==> config.mk <==
export PLATFORM = sky130hd
export DESIGN_NAME = chunked_add_sub
export DESIGN_NICKNAME = d
export VERILOG_FILES = /design/src/rtl/chunked_add_sub.sv
export SDC_FILE = /design/constraint.sdc
export NUM_CORES = 1
export LEC_CHECK = 0
export CAP_MARGIN = 5
export CORE_MARGIN = 2
export CORE_UTILIZATION = 30
export CTS_CLUSTER_DIAMETER = 120
export CTS_CLUSTER_SIZE = 24
export DETAILED_ROUTE_END_ITERATION = 8
export HOLD_SLACK_MARGIN = 0.03
export PLACE_DENSITY = 0.61
export SYNTH_ARGS = -nofsm -noshare
export SYNTH_HDL_FRONTEND = slang
export SYNTH_SLANG_ARGS = --single-unit
==> constraint.sdc <==
create_clock -name clk -period 2.9 [get_ports clk]
set_input_delay 0.58 -clock clk [delete_from_list [all_inputs] [get_ports clk]]
set_output_delay 0.58 -clock clk [all_outputs]
set_load 0.01 [all_outputs]
==> src/rtl/chunked_add_sub.sv <==
// Multi-cycle adder/subtractor: processes CHUNK bits per clock with a registered
// inter-chunk carry, exchanging operands and results over valid/ready handshakes.
module chunked_add_sub #(
  parameter int WIDTH = 16,
  parameter int CHUNK = 4
) (
  input  logic             clk,
  input  logic             rst,
  input  logic             in_valid,
  output logic             in_ready,
  input  logic [WIDTH-1:0] a,
  input  logic [WIDTH-1:0] b,
  input  logic             cin,
  input  logic             sub,
  output logic             out_valid,
  input  logic             out_ready,
  output logic [WIDTH-1:0] s,
  output logic             cout,
  output logic             ovf
);

  localparam int NCHUNK = WIDTH / CHUNK;
  localparam int IDXW   = (NCHUNK > 1) ? $clog2(NCHUNK) : 1;

  typedef enum logic [1:0] {IDLE, BUSY, DONE} state_t;

  state_t            state, state_next;
  logic [WIDTH-1:0]  opa, opb;
  logic              carry;
  logic [IDXW-1:0]   idx;
  logic [CHUNK-1:0]  opa_c [NCHUNK];
  logic [CHUNK-1:0]  opb_c [NCHUNK];
  logic [CHUNK-1:0]  s_c   [NCHUNK];
  logic [CHUNK-1:0]  ca, cb, csum;
  logic              cnext, last, msb_cin;

  // Operands and result viewed as chunk arrays so the per-cycle select is a plain mux.
  for (genvar g = 0; g < NCHUNK; g++) begin : g_chunk
    assign opa_c[g]                 = opa[g*CHUNK +: CHUNK];
    assign opb_c[g]                 = opb[g*CHUNK +: CHUNK];
    assign s[g*CHUNK +: CHUNK]      = s_c[g];
  end

  assign in_ready  = (state == IDLE) && !rst;
  assign out_valid = (state == DONE);

  always_comb begin
    ca            = opa_c[idx];
    cb            = opb_c[idx];
    {cnext, csum} = {1'b0, ca} + {1'b0, cb} + (CHUNK+1)'(carry);
    last          = (idx == IDXW'(NCHUNK - 1));
    // Carry into the MSB recovered from the sum bit and its two addend bits.
    msb_cin       = csum[CHUNK-1] ^ ca[CHUNK-1] ^ cb[CHUNK-1];
  end

  always_comb begin
    state_next = state;
    unique case (state)
      IDLE:    if (in_valid) state_next = BUSY;
      BUSY:    if (last)     state_next = DONE;
      DONE:    if (out_ready) state_next = IDLE;
      default: state_next = IDLE;
    endcase
  end

  always_ff @(posedge clk) begin
    if (rst) state <= IDLE;
    else     state <= state_next;
  end

  always_ff @(posedge clk) begin
    if (rst) begin
      opa   <= '0;
      opb   <= '0;
      carry <= 1'b0;
      idx   <= '0;
      cout  <= 1'b0;
      ovf   <= 1'b0;
      for (int unsigned i = 0; i < NCHUNK; i++) s_c[i] <= '0;
    end else begin
      unique case (state)
        IDLE: begin
          if (in_valid) begin
            opa   <= a;
            opb   <= sub ? ~b : b;
            carry <= sub ? ~cin : cin;
            idx   <= '0;
          end
        end
        BUSY: begin
          s_c[idx] <= csum;
          carry    <= cnext;
          idx      <= last ? '0 : idx + 1'b1;
          if (last) begin
            cout <= cnext;
            ovf  <= msb_cin ^ cnext;
          end
        end
        default: ;
      endcase
    end
  end

endmodule

==> summary.md <==
| Metric | Value |
|---|---|
| Status | `completed` |
| Hold buffer count at CTS | `0` |
| CTS tree | `built` |
| 1st-iter DRT viols | `slightly below 100` |
| Layout cells sized above 1 | `around 7.0%` |
| CTS Buf Count | `5` |
| Worst-Skew Late Latency | `0.31 ns` |
| FF+latch count, synth | `55` |
| Max Cap Viol | `0` |
| # setup viols final | `0` |
| Maximum VDD drop | `0.169 mV` |
| Initial antenna violation count | `0` |
| I/O Buffers | `57` |
| Hpwl dp | `4050 µm` |
| Tightest Pin Transition | `approximately 0.62 ns` |
| TritonRoute pass-1 iters | `4` |
| IO Count | `58` |
| Logic gate share of total power | `between 15 and 20%` |
| Hold Path Class | `flop to flop` |
| Final core utilization | `around 40%` |
| Rows | `33` |
| Total wire length | `~5500 µm` |
| Largest net degree at the start of global routing | `between 50 and 60` |
| PD cells | `475 mW/mm²` |
| Worst setup EP type | `flop` |
| # clock sinks | `55` |
| Slew Viols, Final | `0` |
| Layout area overhead | `29.7%` |
| Core ar. | `between 0.008 and 0.009 mm²` |
| Final period util | `between 90% and 100%` |
| Placer congestion estimate | `0.844` |
| Power share of the clock group | `25.9%` |
| Synthesized netlist cell count | `264` |
| RSZ-0062 raised after global routing | `no` |
| Yosys Warn Count | `0` |
| Remaining Overflow, GRT | `0` |
| Initial Utilization | `between 30% and 40%` |
| First-pass GRT wire length | `~8900 µm` |
| Vias per cell | `roughly 4.7` |
| Worst slew margin | `approximately three fifths` |
| Root buffer cell | `clkbuf_8` |
| Critical setup path kind | `flop to flop` |
| Clock skew | `about 0.0075 ns` |
| WL/cell | `about 13 µm` |
| Synthesized Nets | `between 300 and 400` |
| P_leak | `roughly 1.2 nW` |
| Sw Pwr | `between 0.0004 and 0.0005 W` |
| FMAX | `roughly 0.37 GHz` |
| Crit-path cells | `mux4_2 > fa_1 > inv_1 > fa_1 > nor2b_1 > o21a_1 > o21a_1 > a2bb2oi_1 > nor4_1` |
| CP peak stage delay | `approximately 0.55 ns` |
| Critical Path AT | `about 2.9 ns` |
| Worst-path maximum fanout | `4` |
| Netlist cell types | `34` |
| Chip width | `between 90 and 100 µm` |
| Die Ht | `a little under 100 µm` |
| Final #Nets | `about 360` |
| Clock Path Buffers | `2` |
| Switching Fraction | `a little over a quarter` |
| Sequential share of the synthesized area | `49.1%` |
| Die ar. | `approximately 0.0093 mm²` |
| Depth of the CTS H-tree | `2` |
| N_diodes | `0` |
| Setup TNS | `0 ns` |
| Final ANT Viol Nets | `0` |
| Clock slew at reported path FFs | `~0.090 ns` |
| Number of global-route vias before repair | `between 1500 and 2000` |
| Syn avg cell area | `slightly below 10 µm²` |
| Min Tclk post-route | `approximately 2.7 ns` |
| Remaining DRCs | `0` |
| Internal | `approximately 0.0012 W` |
| CP max-delay cell | `mux4_2` |
| Worst Path Required | `~3.1 ns` |
| Netlist Area Pre-Place | `roughly 0.0026 mm²` |
| Hold Violations, Final | `0` |
| Gr usage total | `12.5%` |
| Crit path launch type | `flop` |
| Sequential power share | `a little over half` |
| Via count | `1969` |
-- power groups by stage --
stage / combinational, W / sequential, W / clock [W]
floorplan: 0.000180 / 0.000881 / 0
global placement: 0.000302 / 0.000885 / 0
detailed placement: 0.000307 / 0.000885 / 0
CTS: 0.000309 / 0.000867 / 0.000421
global route: 0.000338 / 0.000872 / 0.000451
finish: 0.000305 / 0.000866 / 0.000409
-- final timing paths --
path	end	cells past startpoint	start	slack, ns
hold / removal	opa[5]$_SDFFE_PP0P_	2	opa[5]$_SDFFE_PP0P_	0.46
hold reg to reg	opa[5]$_SDFFE_PP0P_	2	opa[5]$_SDFFE_PP0P_	0.46
setup reg to reg	ovf$_SDFFE_PP0P_	9	idx[0]$_SDFFE_PP0P_	0.19
setup / recovery	ovf$_SDFFE_PP0P_	9	idx[0]$_SDFFE_PP0P_	0.19
-- routing by layer --
metal	vias to the layer above	share of wire [%]	wire, µm	GRT usage (%)
li1	1022	-	-	-
met1	891	46	2530	16.5
met2	51	47	2590	19.8
met3	5	5.1	277	2.72
met4	0	1.3	73	5.16
met5	-	0	0	0
-- worst max-delay path, delay by kind of cell, from the launching register on --
| family | cells | cell delay (ns) |
|---|---|---|
| AO/OA/AOI/OAI | 3 | 0.54 |
| adder cells (fa/ha/maj) | 2 | 0.65 |
| multiplexers | 1 | 0.55 |
| flip-flops | 1 | 0.45 |
| buffers and inverters | 1 | 0.09 |
| AND/OR/NAND/NOR | 2 | 0.33 |
-- cell usage in the layout, fill, tap and decap left out, types with 2 or more instances in the layout --
| master | synthesis | routed |
|---|---|---|
| nor3_1 | 10 | 10 |
| o21a_1 | 2 | 2 |
| nand2b_1 | 5 | 5 |
| nand2_1 | 34 | 34 |
| clkdlybuf4s50_1 | 0 | 57 |
| nor2_1 | 34 | 34 |
| edfxtp_1 | 16 | 16 |
| ha_1 | 4 | 4 |
| nand3_1 | 6 | 6 |
| fa_1 | 2 | 2 |
| xnor2_1 | 17 | 17 |
| and3_1 | 2 | 2 |
| dfxtp_1 | 39 | 39 |
| a21oi_1 | 22 | 22 |
| nand3b_1 | 2 | 2 |
| a22oi_1 | 2 | 2 |
| o21ai_0 | 4 | 3 |
| nor2b_1 | 3 | 3 |
| inv_1 | 6 | 6 |
| mux4_2 | 7 | 7 |
| buf_4 | 0 | 4 |
| clkbuf_8 | 0 | 5 |
| a211oi_1 | 17 | 17 |
-- cell usage after synthesis --
| cell | count | area (µm²) |
|---|---|---|
| a211oi_1 | 17 | 128 |
| nand3b_1 | 2 | 15.0 |
| or3b_2 | 1 | 8.76 |
| o211ai_1 | 1 | 7.51 |
| nor3b_1 | 1 | 7.51 |
| buf_2 | 6 | 30.0 |
| buf_1 | 1 | 3.75 |
| and3_1 | 2 | 12.5 |
| nor2b_1 | 3 | 18.8 |
| nor4_1 | 1 | 6.26 |
| nor3_1 | 10 | 50.1 |
| a21oi_1 | 22 | 110 |
| dfxtp_1 | 39 | 781 |
| a2bb2oi_1 | 1 | 8.76 |
| mux4_1 | 1 | 26.3 |
| ha_1 | 4 | 50.1 |
| o21bai_1 | 1 | 7.51 |
| edfxtp_1 | 16 | 480 |
| a31o_2 | 1 | 8.76 |
| nand2_1 | 34 | 128 |
| mux2i_1 | 1 | 10.0 |
| inv_1 | 6 | 22.5 |
| xor2_1 | 1 | 8.76 |
| xnor2_1 | 17 | 149 |
| o21ai_0 | 4 | 20.0 |
| mux4_2 | 7 | 158 |
| nor2_1 | 34 | 128 |
| a21o_1 | 1 | 7.51 |
| o21a_1 | 2 | 15.0 |
| a22oi_1 | 2 | 15.0 |
| nand2b_1 | 5 | 31.3 |
| nand3_1 | 6 | 30.0 |
| fa_1 | 2 | 40.0 |
| clkbuf_1 | 12 | 45.0 |
-- per-stage QoR --
stage	worst slack, ns	std cells	instance area [µm²]	hold WS, ns	total power (W)
final	0.193	420	3330	0.460	0.00158
after CTS	0.146	420	3330	0.460	0.00160
after floorplan	0.165	264	2570	0.433	0.00106
after global placement	0.287	412	3250	0.444	0.00119
after detailed placement	0.182	412	3250	0.447	0.00119
after global routing	0.0397	420	3330	0.487	0.00166
-- area by class of cell --
type	count	area, µm²
Fill cell	852	4930
Sequential cell	55	1260
Multi-Input combinational cell	184	1210
Timing Repair Buffer	62	621
Tap cell	105	131
Clock buffer	6	72.6
Inverter	6	22.5
Clock inverter	2	11.3
-- registers in the layout, indices dropped and copies added, names as in the netlist --
| name | flops |
|---|---|
| opa | 16 |
| opb | 16 |
| s_c | 16 |
| idx | 2 |
| state | 2 |
| carry | 1 |
| cout | 1 |
| ovf | 1 |
-- logic make-up (layout without fill, tap and decap cells) --
| kind of cell | after synthesis | in the layout | synth area share [%] |
|---|---|---|---|
| AND/OR/NAND/NOR | 99 | 99 | 17.0 |
| flip-flops | 55 | 55 | 49.1 |
| AO/OA/AOI/OAI | 52 | 52 | 12.8 |
| buffers and inverters | 25 | 76 | 3.95 |
| XOR/XNOR | 18 | 18 | 6.14 |
| multiplexers | 9 | 9 | 7.55 |
| adder cells (fa/ha/maj) | 6 | 6 | 3.51 |
-- what timing repair did --
| item | in CTS | in global routing |
|---|---|---|
| setup buffers | 0 | 0 |
| resized for setup | 0 | 1 |
| endpoints found under the setup margin | 0 | 1 |
Note: power is estimated with default switching activity, not from simulation.
